**src/rtl/radial_pattern_pkg.sv**
```systemverilog
// radial_pattern_pkg
//   Shared definitions for the radial pattern generator: pattern mode
//   encoding, per-ring colour step, pipeline latency and the glitter LFSR seed.
package radial_pattern_pkg;

  typedef enum logic [1:0] {
    MODE_CHECKER = 2'd0,
    MODE_SPIRAL  = 2'd1,
    MODE_SOLID   = 2'd2,
    MODE_BARS    = 2'd3
  } mode_e;

  // Added once per ring index so neighbouring rings get distinct colours.
  localparam logic [5:0]  RING_COLOR_STEP = 6'b010101;

  // Clock edges from hpos/vpos/syncs in to rgb/syncs out.
  localparam int          LATENCY = 2;

  localparam logic [15:0] LFSR_SEED = 16'hACE1;

endpackage

```
**src/rtl/radial_lfsr16.sv**
```systemverilog
// radial_lfsr16
//   16-bit Fibonacci LFSR, polynomial x^16+x^14+x^13+x^11, loaded with
//   LFSR_SEED on reset and stepped on every clock. Drives the glitter sparkle.
// Ports:
//   clk   in   clock
//   reset in   synchronous active-high reset
//   q     out  current LFSR state
module radial_lfsr16
  import radial_pattern_pkg::*;
(
  input  logic        clk,
  input  logic        reset,
  output logic [15:0] q
);

  logic [15:0] lfsr_q;
  logic        fb;

  // Taps 16,14,13,11 in right-shift form.
  assign fb = lfsr_q[0] ^ lfsr_q[2] ^ lfsr_q[3] ^ lfsr_q[5];

  always_ff @(posedge clk) begin
    if (reset) begin
      lfsr_q <= LFSR_SEED;
    end else begin
      lfsr_q <= {fb, lfsr_q[15:1]};
    end
  end

  assign q = lfsr_q;

endmodule

```
**src/rtl/radial_pattern_gen.sv**
```systemverilog
// radial_pattern_gen
//   Draws concentric octagonal rings centred on the active area. Each pixel's
//   octagonal radius selects a ring; the frame-latched mode decides whether the
//   pixel is lit, and the colour rotates with the animation frame counter.
//   Two-stage pipeline; syncs are delayed to match rgb.
// Configuration macro:
//   GLITTER_EN  adds random white sparkles on the outer two rings.
// Ports:
//   clk, reset            pixel clock, synchronous active-high reset
//   hpos, vpos            pixel coordinate (10b)
//   display_on            active-video flag
//   hsync_in, vsync_in    syncs from the timing generator
//   mode                  requested pattern, latched on vsync rising edge
//   speed                 animation rate, frame_cnt advances every 2**(3-speed) frames
//   rgb                   {R[1:0],G[1:0],B[1:0]}
//   hsync_out, vsync_out  syncs delayed by LATENCY
//   frame_cnt             animation phase counter
module radial_pattern_gen
  import radial_pattern_pkg::*;
#(
  parameter int H_RES      = 640,
  parameter int V_RES      = 480,
  parameter int NUM_RINGS  = 7,
  parameter int RING_SHIFT = 5,
  parameter int FRAME_W    = 10
) (
  input  logic               clk,
  input  logic               reset,
  input  logic [9:0]         hpos,
  input  logic [9:0]         vpos,
  input  logic               display_on,
  input  logic               hsync_in,
  input  logic               vsync_in,
  input  logic [1:0]         mode,
  input  logic [1:0]         speed,
  output logic [5:0]         rgb,
  output logic               hsync_out,
  output logic               vsync_out,
  output logic [FRAME_W-1:0] frame_cnt
);

  localparam logic [9:0] CX = 10'(H_RES / 2);
  localparam logic [9:0] CY = 10'(V_RES / 2);

  // ---------------------------------------------------------------- frame
  logic               vsync_prev_q;
  mode_e              mode_q;
  logic [1:0]         speed_q;
  logic [2:0]         div_q;
  logic [FRAME_W-1:0] frame_q;
  logic               frame_edge;
  logic [2:0]         div_limit;

  assign frame_edge = vsync_in & ~vsync_prev_q;
  // 2**(3-speed)-1 : 7, 3, 1, 0
  assign div_limit  = 3'((4'd8 >> speed_q) - 4'd1);

  always_ff @(posedge clk) begin
    if (reset) begin
      vsync_prev_q <= 1'b0;
      mode_q       <= MODE_CHECKER;
      speed_q      <= 2'd0;
      div_q        <= 3'd0;
      frame_q      <= '0;
    end else begin
      vsync_prev_q <= vsync_in;
      if (frame_edge) begin
        mode_q  <= mode_e'(mode);
        speed_q <= speed;
        // >= so a speed increase with a large leftover div_q still fires at once
        if (div_q >= div_limit) begin
          frame_q <= frame_q + 1'b1;
          div_q   <= 3'd0;
        end else begin
          div_q   <= div_q + 3'd1;
        end
      end
    end
  end

  // ---------------------------------------------------------------- stage 1
  logic [9:0]  dx_d, dy_d, dmax, dmin;
  logic [10:0] radius_d;
  logic [9:0]  dx_q, dy_q;
  logic [10:0] radius_q;
  logic        de_q, hs_q, vs_q;
  logic [2:0]  bar_q;

  always_comb begin
    dx_d     = (hpos >= CX) ? (hpos - CX) : (CX - hpos);
    dy_d     = (vpos >= CY) ? (vpos - CY) : (CY - vpos);
    dmax     = (dx_d >= dy_d) ? dx_d : dy_d;
    dmin     = (dx_d >= dy_d) ? dy_d : dx_d;
    // Octagonal distance approximation: max + min/2.
    radius_d = {1'b0, dmax} + {2'b00, dmin[9:1]};
  end

  always_ff @(posedge clk) begin
    if (reset) begin
      dx_q     <= '0;
      dy_q     <= '0;
      radius_q <= '0;
      de_q     <= 1'b0;
      hs_q     <= 1'b0;
      vs_q     <= 1'b0;
      bar_q    <= '0;
    end else begin
      dx_q     <= dx_d;
      dy_q     <= dy_d;
      radius_q <= radius_d;
      de_q     <= display_on;
      hs_q     <= hsync_in;
      vs_q     <= vsync_in;
      bar_q    <= hpos[8:6];
    end
  end

  // ---------------------------------------------------------------- stage 2
  logic [10:0] ring;
  logic        in_rings;
  logic [7:0]  xr, ang_p, ang_m;
  logic        mode_bit;
  logic [5:0]  base, colour, rgb_d;
  logic [5:0]  rgb_q;
  logic        hs_out_q, vs_out_q;

`ifdef GLITTER_EN
  logic [15:0] lfsr;

  radial_lfsr16 u_lfsr (
    .clk   (clk),
    .reset (reset),
    .q     (lfsr)
  );
`endif

  always_comb begin
    ring     = radius_q >> RING_SHIFT;
    in_rings = (ring < 11'(NUM_RINGS));
    xr       = 8'(dx_q ^ dy_q);
    ang_p    = xr + {4'b0000, frame_q[3:0]};
    ang_m    = xr - {4'b0000, frame_q[3:0]};
    base     = frame_q[7:2];
    colour   = base + 6'(ring[5:0] * RING_COLOR_STEP);

    mode_bit = 1'b0;
    case (mode_q)
      MODE_CHECKER: mode_bit = dx_q[4] ^ dy_q[4] ^ frame_q[4];
      // Odd rings rotate one way, even rings the other.
      MODE_SPIRAL:  mode_bit = |((ring[0] ? ang_p : ang_m) & 8'h10);
      MODE_SOLID:   mode_bit = 1'b1;
      MODE_BARS:    mode_bit = 1'b1;
      default:      mode_bit = 1'b0;
    endcase

    rgb_d = 6'd0;
    if (de_q && in_rings && mode_bit) begin
      rgb_d = (mode_q == MODE_BARS) ? {bar_q, bar_q} : colour;
    end
`ifdef GLITTER_EN
    if (((lfsr & 16'h003F) == 16'd0) && (({1'b0, ring} + 12'd2) >= 12'(NUM_RINGS)) && de_q) begin
      rgb_d = 6'h3F;
    end
`endif
  end

  always_ff @(posedge clk) begin
    if (reset) begin
      rgb_q    <= '0;
      hs_out_q <= 1'b0;
      vs_out_q <= 1'b0;
    end else begin
      rgb_q    <= rgb_d;
      hs_out_q <= hs_q;
      vs_out_q <= vs_q;
    end
  end

  assign rgb       = rgb_q;
  assign hsync_out = hs_out_q;
  assign vsync_out = vs_out_q;
  assign frame_cnt = frame_q;

endmodule

```
**config.mk**
```make
export PLATFORM = sky130hd
export DESIGN_NAME = radial_pattern_gen
export DESIGN_NICKNAME = d
export VERILOG_FILES = /design/src/rtl/radial_pattern_pkg.sv /design/src/rtl/radial_lfsr16.sv /design/src/rtl/radial_pattern_gen.sv
export SDC_FILE = /design/constraint.sdc
export NUM_CORES = 1
export LEC_CHECK = 0
export CAP_MARGIN = 20
export CORE_MARGIN = 2
export CORE_UTILIZATION = 35
export CTS_CLUSTER_SIZE = 8
export DETAILED_ROUTE_END_ITERATION = 16
export DONT_BUFFER_PORTS = 1
export PLACE_DENSITY = 0.53
export SLEW_MARGIN = 20
export SYNTH_ARGS = -nofsm -noshare
export SYNTH_HDL_FRONTEND = slang
export SYNTH_HIERARCHICAL = 1
export SYNTH_SLANG_ARGS = --single-unit
```
**constraint.sdc**
```tcl
create_clock -name clk -period 14.7 [get_ports clk]
set_clock_uncertainty 0.1 [all_clocks]
set_input_delay 3.675 -clock clk [delete_from_list [all_inputs] [get_ports clk]]
set_output_delay 3.675 -clock clk [all_outputs]
set_load 0.03 [all_outputs]
```
---- Yosys cells after proc, flatten, opt, wreduce, memory -nomap -nowiden ----
Index checks and enable logic that the tools add are counted.
storage, ports and cells
  bits in registers ....................... 52
  output and inout bits ................... 18
  word-level logic and storage cells ...... 55
cells by class
  $add $sub $neg .......................... 11
  $mul .................................... 1
  $lt $le $gt $ge ......................... 5
  equality and inequality tests ........... 3
  shifts and indexed selects .............. 1
  multiplexer cells ....................... 8
  bitwise gates (word level) .............. 6
  reductions and logical operators ........ 6
operators with widths
  kind                                                                number
  two-way mux 10 bit                                                  4
  adder 10 x 9 -> 11 bit                                              1
  adder 10 x 1 -> 10 bit, second input constant                       1
  greater-or-equal comparator 10 bit                                  1
  greater-or-equal comparator 10 x 8 -> 1 bit, second input constant  1
  greater-or-equal comparator 10 x 9 -> 1 bit, second input constant  1
  subtractor 10 x 8 -> 10 bit, second input constant                  1
  subtractor 10 x 9 -> 10 bit, second input constant                  1
  subtractor 8 x 10 -> 10 bit, first input constant                   1
  subtractor 9 x 10 -> 10 bit, first input constant                   1
  adder 6 bit                                                         1
  < comparator 6 x 3 -> 1 bit, second input constant                  1
  multiplier 6 x 5 -> 6 bit, second input constant                    1
  two-way mux 6 bit                                                   1
  adder 5 x 4 -> 5 bit                                                1
  two-way mux 5 bit                                                   1
  subtractor 5 x 4 -> 5 bit                                           1
  bitwise XOR 5 bit                                                   1
  equality test 2 bit, second input constant                          2
  OR reduction 2 bit                                                  2
  >> shifter 4 x 2 -> 3 bit, first input constant                     1
  adder 3 x 1 -> 3 bit, second input constant                         1
  greater-or-equal comparator 3 bit                                   1
  two-way mux 3 bit                                                   1
  9 further kinds                                                     12

---- Logic depth before layout (Yosys ltp) ----
  depth in word-level cells ............... 7
  depth in mapped cells ................... 25
  gate-level depth less buffers ........... 23

---- Least setup slack after synthesis ----
No wires, ideal clock.
  kind .................................... input-to-reg
  start ................................... input hpos[0]
  end ..................................... register radius_q[8]
  arrival ................................. 8719 ps
  setup slack ............................. 5759 ps
  stages on the path ...................... 25
  cell sequence ........................... inv_1 ha_1 nand2b_4 or4_4 nor2b_4 buf_6 mux2i_1 inv_1 ha_1 a21oi_1 o21a_1 nor2_1 a311o_1 a211o_1 nand2_1 clkbuf_1 nor2_1 a21oi_1 ha_1 a2111oi_0 o21ai_0 nor3_1 o31ai_4 a21oi_2 mux2_4
on the way
  longest elaborated chain between the ends .. 5
  elaborated cells on any way between the ends .. 8
  classes of those cells .................. add/sub (3); order compare (2); mux (3)
RTL lines
  what                                                 line                                                source
  start, declared                                      radial_pattern_gen.sv:29                            input logic [9:0] hpos,
  subtractor 9 x 10 -> 10 bit (tied with other cells)  radial_pattern_gen.sv:90                            dx_d = (hpos >= CX) ? (hpos - CX) : (CX - hpos);
  two-way mux 10 bit (*)                               radial_pattern_gen.sv:90
  named net dx_d[1]                                    radial_pattern_gen.sv:82                            logic [9:0] dx_d, dy_d, dmax, dmin;
  greater-or-equal comparator 10 bit                   radial_pattern_gen.sv:92, radial_pattern_gen.sv:93
  two-way mux 10 bit, on equally long branches         radial_pattern_gen.sv:92, radial_pattern_gen.sv:93
  adder 10 x 9 -> 11 bit (*)                           radial_pattern_gen.sv:95                            radius_d = {1'b0, dmax} + {2'b00, dmin[9:1]};
  end signal, assigned                                 radial_pattern_gen.sv:110                           radius_q <= radius_d;
  end, declared                                        radial_pattern_gen.sv:85                            logic [10:0] radius_q;
Mark *: on every way through the listed nets, which the timed path passes. The rest lies on a longest branch.
A chain may end at the register's enable or synchronous reset.

---- Worst setup path in the final report ----
  start ................................... input hpos[0]
  end ..................................... register radius_q[9]
on the way
  longest elaborated chain between the ends .. 5
  elaborated cells on any way between the ends .. 8
  classes of those cells .................. add/sub (3); order compare (2); mux (3)
RTL lines
  what                                                 line
  subtractor 9 x 10 -> 10 bit (tied with other cells)  radial_pattern_gen.sv:90
  two-way mux 10 bit (*)                               radial_pattern_gen.sv:90
  greater-or-equal comparator 10 bit                   radial_pattern_gen.sv:92, radial_pattern_gen.sv:93
  two-way mux 10 bit, on equally long branches         radial_pattern_gen.sv:92, radial_pattern_gen.sv:93
  adder 10 x 9 -> 11 bit (*)                           radial_pattern_gen.sv:95
Mark *: on every way between the ends. The rest lies on a longest branch, timed or not.

==> summary.md <==
| Metric | Value |
|---|---|
| IO buf count | `0` |
| Final ANT Viol Nets | `0` |
| First-pass GRT wire length | `roughly 13 mm` |
| Number of synthesized flops with an enable pin | `0` |
| Reg2reg path depth | `12` |
| CP endpoint kind | `register` |
| Hold EP | `hsync_out` |
| Initial DRC count | `152` |
| Congestion Overflow GR | `0` |
| Average cell area after synthesis | `between 8 and 9 µm²` |
| Startpoint Class | `input port` |
| Remaining routing DRC violations | `0` |
| Syn nets | `roughly 510` |
| Area fraction in and, or, nand and nor cells after synthesis | `22.1%` |
| Avg WL per Cell | `roughly 13 µm` |
| Via count | `2,801` |
| Crit path max-delay family | `simple AND/OR/NAND/NOR gates` |
| Flop pwr share | `around 34%` |
| Combinational share of power | `between 40% and 50%` |
| Placer Congestion | `slightly below 0.9` |
| Number of H-tree levels | `2` |
| TritonCTS Sinks | `47` |
| DIE AREA | `11,000 µm²` |
| Die span in y | `105 µm` |
| CTS tree | `done` |
| CTS root buffer | `clkbuf_8` |
| First-pass iteration count of the detailed router | `4` |
| Via-to-Cell Ratio | `roughly 5` |
| CP Data Arrival Time | `slightly above 9 ns` |
| Core area | `a little under 10,000 µm²` |
| Slowest-stage cell, CP | `or4_4` |
| Clk pwr share | `roughly 17%` |
| Final Cycle Share | `between 60 and 70%` |
| Cell mode on critical path | `ha_1` |
| Complex-gate fraction of the synthesized area | `14.2%` |
| Sequential share of the synthesized area | `a little over a quarter` |
| WS Path Type | `in2reg` |
| Yosys reg bits | `between 40 and 50` |
| Hold WS | `about 0.35 ns` |
| Setup TNS | `0 ns` |
| Fmax | `~110 MHz` |
| Setup Buffers After CTS | `0` |
| R2R Path End | `rgb[2]` |
| Final hold viol count | `0` |
| CP Max Fanout | `17` |
| CTS max path bufs | `2` |
| Area delta synth->final | `5.85%` |
| Int Pwr | `between 200 and 300 µW` |
| Final wirelength | `about 7.3 mm` |
| Min cycle time layout | `9.12 ns` |
| Number of cell rows | `36` |
| Clock-pin slew on the worst setup and hold paths | `~0.090 ns` |
| R2R Setup Slk | `11.21 ns` |
| RSZ-0062 raised after global routing | `no` |
| Run status | `complete, no violations` |
| Hold path cells | `1` |
| Switching portion of total power | `roughly 40%` |
| Initial antenna violation count | `0` |
| Share of cells above drive strength 1 | `5.63%` |
| Crit path buffers/inverters | `1` |
| Initial Utilization | `36.1%` |
| Ports | `47` |
| Post-Synthesis Cells | `429` |
| Max-cap violations | `0` |
| Vias in the first global route | `roughly 2,700` |
| Adder-cell share of the synthesized area | `between 15 and 20%` |
| Mux contribution to synthesized area | `around 4.4%` |
| Post_cts resized | `0` |
| Least-Margin Pin Slew | `around 0.70 ns` |
| Largest net degree at the start of global routing | `48` |
| Antenna Cells | `0` |
| LEAKAGE | `roughly 0.0016 µW` |
| Worst path required time | `approximately 15 ns` |
| GRT Total Usage | `13.7%` |
| Post-synthesis xor/xnor area fraction | `roughly a tenth` |
| Final setup vio count | `0` |
| Final net count | `502` |
| Max stage delay on crit path | `~0.50 ns` |
| Mapped cell area | `~3500 µm²` |
| Ys async rst share | `0%` |
| P per Cell Area | `around 120 nW/µm²` |
| Max Slew Vio Count | `0` |
| Worst slew margin | `between 50% and 60%` |
| Netlist cell types | `55` |
| Main combinational cell family by area after synthesis | `simple AND/OR/NAND/NOR gates` |
| RR Startpoint | `frame_cnt[0]` |
| Psw | `about 180 µW` |
| Later-pin clock latency in the skew report | `approximately 0.3 ns` |
| Die X | `between 100 and 150 µm` |
| Synth warn | `6` |
| VDD IR max | `a little under 0.00005 V` |
| Top FF cell, synth | `dfxtp_1` |
| Crit path cell chain | `inv_1 -> ha_1 -> nand2b_4 -> or4_4 -> nor2b_4 -> mux2i_1 -> ha_1 -> a21o_1 -> a21oi_1 -> nor2b_1 -> or3_1 -> a211o_1 -> nand2_1 -> mux2i_1 -> ha_1 -> a2111oi_0 -> o21ai_0 -> nor3_1 -> o31ai_4 -> a221oi_1 -> o221ai_1` |
| Post-DP HPWL | `between 5 and 6 mm` |
| HP Start | `hs_q` |
| Worst hold path class | `reg2reg` |
| Post-CTS Hold Fix Bufs | `0` |
| CTS Buf Count | `5` |
-- cells by family after synthesis --
family          count (synthesis)
simple gates                  159
compound gates                 76
fa+ha+maj                      48
flops                          47
xor+xnor                       43
buf+inv                        41
mux                            15
-- cell usage after synthesis (all sizes together), types with 4 or more instances --
master | instances | area [µm²]
inv | 30 | 113
nor3 | 10 | 50.1
xnor2 | 26 | 228
nor3b | 4 | 30.0
or2 | 4 | 25.0
a21oi | 37 | 193
clkbuf | 9 | 35.0
xor2 | 17 | 149
nand3 | 11 | 55.1
nor2 | 57 | 214
nand2 | 32 | 120
o21ai | 12 | 63.8
dfxtp | 47 | 941
a21o | 4 | 30.0
nand4 | 4 | 25.0
ha | 45 | 563
mux2i | 13 | 130
nand2b | 7 | 51.3
nor2b | 15 | 101
-- sequential cells by signal, indices dropped and copies added, names as in the netlist, 3 cells and up --
| name | cells |
|---|---|
| div_q | 3 |
| dx_q | 5 |
| bar_q | 3 |
| dy_q | 5 |
| rgb | 6 |
| radius_q | 6 |
| frame_cnt | 10 |
-- power by group through the flow --
stage	Clock [µW]	Sequential, µW	Combinational (µW)
2_1_floorplan	0	152	186
3_3_place_gp	0	155	220
3_5_place_dp	0	155	221
4_1_cts	82.2	152	223
5_1_grt	87.6	153	254
6_report	78.4	152	222
-- routing by layer --
| layer | routed length (µm) | share of wire [%] | GRT usage, % |
|---|---|---|---|
| met1 | 3590 | 49 | 17.8 |
| met2 | 3250 | 44 | 22.7 |
| met3 | 385 | 5.2 | 2.93 |
| met4 | 121 | 1.6 | 4.29 |
| met5 | 0 | 0 | 0 |
-- cells in the final DEF, fill, tap and decap left out, types with 3 or more instances in the layout --
cell	netlist	final
inv_1	30	30
mux2i_1	13	13
nor4_1	3	3
nor3_1	10	10
ha_1	45	45
nor2b_1	14	14
xor2_1	17	17
nand2b_1	6	6
o21a_1	3	3
a21oi_1	35	35
a21o_1	4	4
fa_1	3	3
nor3b_1	4	4
clkbuf_8	0	5
nand4_1	4	4
nand2_1	32	32
nand3_1	11	11
dfxtp_1	47	47
o21ai_0	11	11
nor2_1	57	57
xnor2_1	26	26
or2_2	3	3
or3_1	3	3
-- area by class of cell --
type	instances	area, µm²
sequential	47	941
inverter	30	113
multi-input combinational	341	2440
clock buffer	5	68.8
fill	1059	6060
clock inverter	3	23.8
tap	133	166
-- per-stage QoR --
step	instances	worst slack [ns]	area, µm²	util, %	total power [µW]
after detailed placement	551	5.31	3660	37.3	375
after floorplan	429	5.76	3550	-	338
final	559	5.58	3760	38.3	452
after CTS	559	5.60	3760	38.3	457
after global routing	559	5.06	3760	38.3	495
after global placement	551	5.43	3660	37.3	374
-- how the worst max path moves through the flow --
| stage | to | cells after the start | start | slack, ns |
|---|---|---|---|---|
| 2_1_floorplan | radius_q[8] | 25 | hpos[0] | 5.76 |
| 6_report | radius_q[9] | 21 | hpos[0] | 5.58 |
| 3_5_place_dp | radius_q[9] | 22 | hpos[0] | 5.31 |
| 4_1_cts | radius_q[9] | 22 | hpos[0] | 5.60 |
| 5_1_grt | radius_q[9] | 22 | hpos[0] | 5.06 |
| 3_3_place_gp | radius_q[8] | 22 | hpos[0] | 5.43 |
-- worst register-to-register path, stage by stage, from the launching register on --
cell     delay, ns
dfxtp_1       0.68
inv_1         0.11
ha_1          0.32
mux2_2        0.27
ha_1          0.29
a31o_2        0.22
a21o_1        0.18
a21oi_1       0.17
xor2_1        0.16
a21oi_1       0.09
xnor2_1       0.14
o21ai_0       0.50
a21oi_1       0.11
No activity file was read; power rests on OpenSTA's default activity.
